### config.mk
export PLATFORM = sky130hd
export DESIGN_NAME = regfile_rename
export DESIGN_NICKNAME = d
export VERILOG_FILES = /design/src/rtl/regfile_rename_pkg.sv /design/src/rtl/regfile_rename_lookup.sv /design/src/rtl/regfile_rename.sv
export SDC_FILE = /design/constraint.sdc
export NUM_CORES = 2
export LEC_CHECK = 0
export CAP_MARGIN = 30
export CORE_MARGIN = 2
export CORE_UTILIZATION = 40
export CTS_CLUSTER_SIZE = 14
export DETAILED_ROUTE_END_ITERATION = 8
export DONT_BUFFER_PORTS = 1
export MAX_ROUTING_LAYER = met4
export PLACE_DENSITY_LB_ADDON = 0.15
export SYNTH_ARGS = -nofsm -noshare
export SYNTH_HDL_FRONTEND = slang
export SYNTH_SLANG_ARGS = --single-unit
### constraint.sdc
create_clock -name clk_in -period 5.55 [get_ports clk_in]
set_clock_uncertainty 0.15 [all_clocks]
set_input_delay 0.8325 -clock clk_in [delete_from_list [all_inputs] [get_ports clk_in]]
set_output_delay 0.8325 -clock clk_in [all_outputs]
set_load 0.1 [all_outputs]
### src/rtl/regfile_rename_pkg.sv
// Shared definitions for the architectural register file / rename status block:
// default geometry, the "no producer" tag, and ROB encodings used alongside it.
package regfile_rename_pkg;

  localparam int REG_NUM_DEF = 32;
  localparam int TAG_W_DEF   = 4;
  localparam int IDX_W       = 5;
  localparam int XLEN        = 32;

  // Tag value meaning "no in-flight producer"; real ROB entries never use it.
  localparam logic [TAG_W_DEF-1:0] NO_TAG = '0;

  // ROB destination type of an entry.
  typedef enum logic [1:0] {
    DEST_NONE = 2'd0,
    DEST_REG  = 2'd1,
    DEST_MEM  = 2'd2,
    DEST_JAL  = 2'd3
  } dest_type_e;

  // Coarse ROB opcode classes.
  typedef enum logic [2:0] {
    ROB_OP_ALU    = 3'd0,
    ROB_OP_LOAD   = 3'd1,
    ROB_OP_STORE  = 3'd2,
    ROB_OP_BRANCH = 3'd3,
    ROB_OP_JAL    = 3'd4,
    ROB_OP_JALR   = 3'd5
  } rob_op_e;

endpackage

### src/rtl/regfile_rename_lookup.sv
// One combinational operand read port: selects value/busy/tag for an index,
// forces x0 to zero and hides stale tags of non-busy registers.
// With REGFILE_BYPASS_EN defined, a matching commit this cycle is forwarded.
module regfile_rename_lookup
  import regfile_rename_pkg::*;
#(
  parameter int REG_NUM = REG_NUM_DEF,
  parameter int TAG_W   = TAG_W_DEF
) (
  input  logic [IDX_W-1:0]                idx,
  input  logic [REG_NUM-1:0][XLEN-1:0]    reg_vals,
  input  logic [REG_NUM-1:0]              reg_busy,
  input  logic [REG_NUM-1:0][TAG_W-1:0]   reg_tags,
`ifdef REGFILE_BYPASS_EN
  input  logic                            commit_valid,
  input  logic [IDX_W-1:0]                commit_rd,
  input  logic [TAG_W-1:0]                commit_tag,
  input  logic [XLEN-1:0]                 commit_value,
`endif
  output logic [XLEN-1:0]                 rd_val,
  output logic                            rd_busy,
  output logic [TAG_W-1:0]                rd_tag
);

  // Read mux with x0 and not-busy masking, optionally overridden by a commit.
  always_comb begin
    rd_val  = reg_vals[idx];
    rd_busy = reg_busy[idx];
    rd_tag  = reg_tags[idx];
    if (idx == '0) begin
      rd_val  = '0;
      rd_busy = 1'b0;
    end
    if (!rd_busy) begin
      rd_tag = TAG_W'(NO_TAG);
    end
`ifdef REGFILE_BYPASS_EN
    if (commit_valid && (commit_rd == idx) && (idx != '0) &&
        reg_busy[idx] && (reg_tags[idx] == commit_tag)) begin
      rd_val  = commit_value;
      rd_busy = 1'b0;
      rd_tag  = TAG_W'(NO_TAG);
    end
`endif
  end

endmodule

### src/rtl/regfile_rename.sv
// Architectural register file with per-register rename status (busy + ROB tag).
// Takes in-order commits from the ROB and rename requests from dispatch, and
// serves two combinational operand lookups. Optional macro: REGFILE_BYPASS_EN
// forwards a same-cycle commit to the lookup ports.
module regfile_rename
  import regfile_rename_pkg::*;
#(
  parameter int REG_NUM = REG_NUM_DEF,
  parameter int TAG_W   = TAG_W_DEF
) (
  input  logic              clk_in,
  input  logic              rst_in,
  input  logic              rdy_in,
  input  logic              issue_valid,
  input  logic [IDX_W-1:0]  issue_rd,
  input  logic [TAG_W-1:0]  issue_tag,
  input  logic              commit_valid,
  input  logic [IDX_W-1:0]  commit_rd,
  input  logic [TAG_W-1:0]  commit_tag,
  input  logic [XLEN-1:0]   commit_value,
  input  logic              flush_in,
  input  logic [IDX_W-1:0]  rs1_idx,
  output logic [XLEN-1:0]   rs1_val,
  output logic              rs1_busy,
  output logic [TAG_W-1:0]  rs1_tag,
  input  logic [IDX_W-1:0]  rs2_idx,
  output logic [XLEN-1:0]   rs2_val,
  output logic              rs2_busy,
  output logic [TAG_W-1:0]  rs2_tag,
  output logic [XLEN-1:0]   commit_cnt
);

  logic [REG_NUM-1:0][XLEN-1:0]  regs_q, regs_d;
  logic [REG_NUM-1:0]            busy_q, busy_d;
  logic [REG_NUM-1:0][TAG_W-1:0] tags_q, tags_d;
  logic [XLEN-1:0]               cnt_q, cnt_d;

  // Next state: commit writes value and retires a matching rename; flush
  // wipes rename state and beats a concurrent issue; an issue otherwise
  // overrides the retire of the same register. x0 is never written.
  always_comb begin
    regs_d = regs_q;
    busy_d = busy_q;
    tags_d = tags_q;
    cnt_d  = cnt_q;
    if (rdy_in) begin
      if (commit_valid) begin
        cnt_d = cnt_q + 32'd1;
        if (commit_rd != '0) begin
          regs_d[commit_rd] = commit_value;
          if (busy_q[commit_rd] && (tags_q[commit_rd] == commit_tag)) begin
            busy_d[commit_rd] = 1'b0;
            tags_d[commit_rd] = TAG_W'(NO_TAG);
          end
        end
      end
      if (flush_in) begin
        busy_d = '0;
        tags_d = '0;
      end else if (issue_valid && (issue_rd != '0)) begin
        busy_d[issue_rd] = 1'b1;
        tags_d[issue_rd] = issue_tag;
      end
    end
  end

  // State registers, cleared asynchronously.
  always_ff @(posedge clk_in or negedge rst_in) begin
    if (!rst_in) begin
      regs_q <= '0;
      busy_q <= '0;
      tags_q <= '0;
      cnt_q  <= '0;
    end else begin
      regs_q <= regs_d;
      busy_q <= busy_d;
      tags_q <= tags_d;
      cnt_q  <= cnt_d;
    end
  end

  assign commit_cnt = cnt_q;

  regfile_rename_lookup #(.REG_NUM(REG_NUM), .TAG_W(TAG_W)) u_lookup_rs1 (
    .idx          (rs1_idx),
    .reg_vals     (regs_q),
    .reg_busy     (busy_q),
    .reg_tags     (tags_q),
`ifdef REGFILE_BYPASS_EN
    .commit_valid (commit_valid),
    .commit_rd    (commit_rd),
    .commit_tag   (commit_tag),
    .commit_value (commit_value),
`endif
    .rd_val       (rs1_val),
    .rd_busy      (rs1_busy),
    .rd_tag       (rs1_tag)
  );

  regfile_rename_lookup #(.REG_NUM(REG_NUM), .TAG_W(TAG_W)) u_lookup_rs2 (
    .idx          (rs2_idx),
    .reg_vals     (regs_q),
    .reg_busy     (busy_q),
    .reg_tags     (tags_q),
`ifdef REGFILE_BYPASS_EN
    .commit_valid (commit_valid),
    .commit_rd    (commit_rd),
    .commit_tag   (commit_tag),
    .commit_value (commit_value),
`endif
    .rd_val       (rs2_val),
    .rd_busy      (rs2_busy),
    .rd_tag       (rs2_tag)
  );

endmodule

==> flow_metrics.py <==
metrics = {
    "run_status": {
        "status": "complete, no violations",
    },
    "grt": {
        "grt_max_degree": 299,
        "gr-total-overflow": 0,
        "grt_pass1_wl_um": 315500,
        "grtUsageTotal_pct": 26.09,
        "grt_pass1_vias": 43520,
        "grt_antenna_before_repair": 2,
    },
    "pwr": {
        "switching_share_pct": 28.17,
        "p_int_mw": 18.51,
        "ir_worst_vdd_mv": 0.2323,
        "clock_power_share_pct": 37.8,
        "total_power_mw": 25.76,
        "combPwrFrac_pct": 19.0,
        "power_leakage_nw": 32.04,
        "powerDensity_nw_per_um2": 339.0,
        "seqPwrFrac_pct": 43.1,
        "switchingPower_mw": 7.258,
    },
    "timing": {
        "timing.fmax_ghz": 0.2164,
        "setup_viol": 0,
        "slew_viol_final": 0,
        "final.setup.tns_ns": 0,
        "finalHoldViolations": 0,
        "rsz0062_at_grt": "false",
        "worst_pin_slew_ns": 1.379,
        "slew_headroom_pct": 8.097,
        "min_period_ns": 4.621,
        "fin_crit_sh_pct": 83.25,
    },
    "setup_path": {
        "cp_max_fo": 297,
        "required_ns": 4.57,
        "crit_arrival_ns": 3.64,
        "critPathSlowestCell": "mux4_2",
        "start_kind": "primary input",
        "worstSetupPathType": "primary input to output pin",
        "cp_common_cell": "mux4_2",
        "endpoint_kind": "output pin",
        "slowest_delay_ns": 0.91,
        "crit_chain": "mux4_2, mux4_2, mux2i_1, nor2_2, buf_8",
        "reg2regPathDepth": 7,
    },
    "floorplanning": {
        "design.core.area_um2": 167000,
        "start_util_pct": 40.22,
        "die-height_um": 413.8,
        "die_x_um": 413.8,
        "rows": 150,
        "dieArea_um2": 171300,
        "io_pins": 172,
    },
    "yosys": {
        "yosys.area_share.simple_pct": 4.710,
        "syn_area_per_cell_um2": 14.57,
        "syn_inst": 4612,
        "postSynth.asyncResetShare_pct": 100.0,
        "synth-xor-area-share_pct": 0.4172,
        "yosys_most_used_dff": "dfrtp_1",
        "synth_top_area_share_pct": 45.29,
        "synthTopCellsByArea": "dfrtp_1 (45%), mux4_2 (25%), mux2_2 (17%)",
        "muxShareOfSynthArea_pct": 43.76,
        "ys_ff_latch": 1216,
        "ys_seq_area_share_pct": 45.29,
        "ys_warn_count": 0,
        "synth.cell_area_um2": 67190,
        "synth_edf_count": 0,
        "syn-num-nets": 4679,
        "yosysTopAreaCell": "dfrtp_1",
        "synth_fa_ha_area_share_pct": 0.01862,
        "synthDistinctLibCells": 50,
        "synth_compound_area_share_pct": 2.820,
        "synth_top_family_by_area": "multiplexers",
    },
    "cts": {
        "cts_resized": 0,
        "cts_tree": "done",
        "clk_path_buf_depth": 3,
        "insertion_delay_ns": 0.79,
        "root_buffer": "clkbuf_16",
        "path_clk_slew_ns": 0.06,
        "cts.sinks": 1216,
        "h-tree-depth": 4,
        "numCtsBuffers": 142,
        "cts_setup_buffers": 0,
    },
    "layout": {
        "drive_gt1_share_pct": 49.36,
        "fin_nets": 4544,
        "area_delta_synth_final_pct": 13.10,
        "final_util_pct": 45.49,
    },
    "min_path": {
        "min_path_cells": 1,
        "hold_path_class": "primary input to flip-flop",
    },
    "detailed_routing": {
        "via_per_inst": 6.259,
        "final_antenna_net_count": 0,
        "wire_per_inst_um": 31.51,
        "vias": 42530,
        "routed_wl_um": 214100,
        "drtIter0Drc": 3553,
        "drc": 0,
        "first_pass_iters": 8,
    },
    "placed_design": {
        "dpl.hpwl_um": 110600,
        "gp_congestion": 0.8943,
        "portBuffers": 0,
    },
    "job": {
        "maxCapViolCount": 0,
    },
}
## power by group through the flow
stage / Combinational (mW) / Sequential [mW] / Clock [mW]
after floorplan: 3.88 / 10.9 / 0
after CTS: 4.87 / 11.1 / 9.98
final: 4.91 / 11.1 / 9.75
after global placement: 4.37 / 11.2 / 0
after detailed placement: 4.77 / 11.3 / 0
after global routing: 5.17 / 11.3 / 10.3
## what timing repair did
item                                   CTS  global route
endpoints found under the hold margin  483             0
setup endpoints to repair                0             0
hold buffers                            61             0
## Yosys cell counts (8+ instances only)
master and n:
xor2_1 9, mux2_2 998, and3_1 8, mux2i_1 136
o21ai_1 41, buf_4 8, mux4_2 746, xnor2_1 23
nor4_1 13, a21oi_1 138, dfrtp_1 1216, nand3_1 149
nor4_2 27, buf_1 76, nand4_1 9, and2_1 11
nand2_1 113, clkbuf_1 282, a22oi_1 9, o21ai_0 110
o22ai_1 38, buf_2 114, nor2_1 263
## layout make-up
type / instances / area [um2]
Clock buffer: 213 / 4305
Antenna cell: 1 / 2.502
Inverter: 8 / 35.03
Clock inverter: 45 / 569.3
Sequential cell: 1216 / 30430
Multi-Input combinational cell: 2908 / 35230
Tap cell: 2204 / 2758
Fill cell: 14740 / 91050
Timing Repair Buffer: 201 / 2659
## stage by stage
stage / hold WS, ns / cell area, um2 / instances / worst slack, ns
after detailed placement: 0.2320 / 70360 / 6470 / 0.9655
final: 0.04335 / 75990 / 6796 / 0.9293
after global routing: 0.009846 / 75990 / 6796 / 0.6467
after floorplan: 0.2913 / 67190 / 4612 / 0.8268
after global placement: 0.2263 / 69280 / 6406 / 1.005
after CTS: 0.0001219 / 75840 / 6789 / 1.096
## path summary, 6_finish.rpt
kind	endpoint	slack [ns]	from
min in group asynchronous	tags_q[18]	0.17	rst_in
worst max register to register	tags_q[17]	1.98	tags_q[7]
max in group asynchronous	regs_q[112]	1.26	rst_in
worst min register to register	regs_q[15]	0.24	regs_q[15]
worst min-delay path	regs_q[384]	0.04	commit_value[0]
worst max-delay path	rs2_val[11]	0.93	rs2_idx[0]
## layout by cell type, fill, tap and decap left out, types with 5 or more instances in the layout
master / instances
mux2i_1: 136
nand4_1: 9
clkbuf_16: 146
a22oi_1: 9
nor2_1: 165
clkinv_2: 21
o21ai_1: 41
o22ai_1: 38
xnor2_1: 23
buf_12: 16
clkbuf_8: 40
nor3_1: 7
xor2_1: 8
dfrtp_1: 1216
nand2_4: 7
o21ai_0: 110
nand3_1: 149
clkbuf_1: 27
nor2_4: 26
nand2_2: 5
bufinv_16: 9
inv_1: 6
and3_1: 8
mux4_2: 746
nand2b_1: 7
a21oi_1: 138
and2_1: 11
buf_4: 49
nor2b_1: 6
buf_16: 19
inv_6: 5
clkinv_8: 6
nand2_1: 101
o2bb2ai_1: 5
nor2_2: 72
nor4_1: 13
mux2_2: 998
nor4_2: 27
dlygate4sd3_1: 61
buf_8: 55
## metal layers
metal / vias to the layer above / wire length [um] / track usage, %
met2: 1314 / 102700 / 40.56
met5: - / 0 / -
li1: 17560 / - / -
met3: 374 / 12040 / 4.265
met4: 0 / 7691 / 8.871
met1: 23290 / 91710 / 34.94
## state kept, by name, summed over array words and instances (netlist names)
name	count
tags_q	128
busy_q	32
regs_q	1024
commit_cnt	32
## critical path, delay by kind of cell
kind	cells	cell delay [ns]
buf+inv	1	0.20
mux	3	1.91
simple gates	1	0.09
## cells by family after synthesis
family                   Yosys count
AO/OA/AOI/OAI                    353
XOR/XNOR                          32
adder cells (fa/ha/maj)            1
buffers and inverters            488
flip-flops                      1216
multiplexers                    1880
AND/OR/NAND/NOR                  642
No activity file was read; power rests on OpenSTA's default activity.
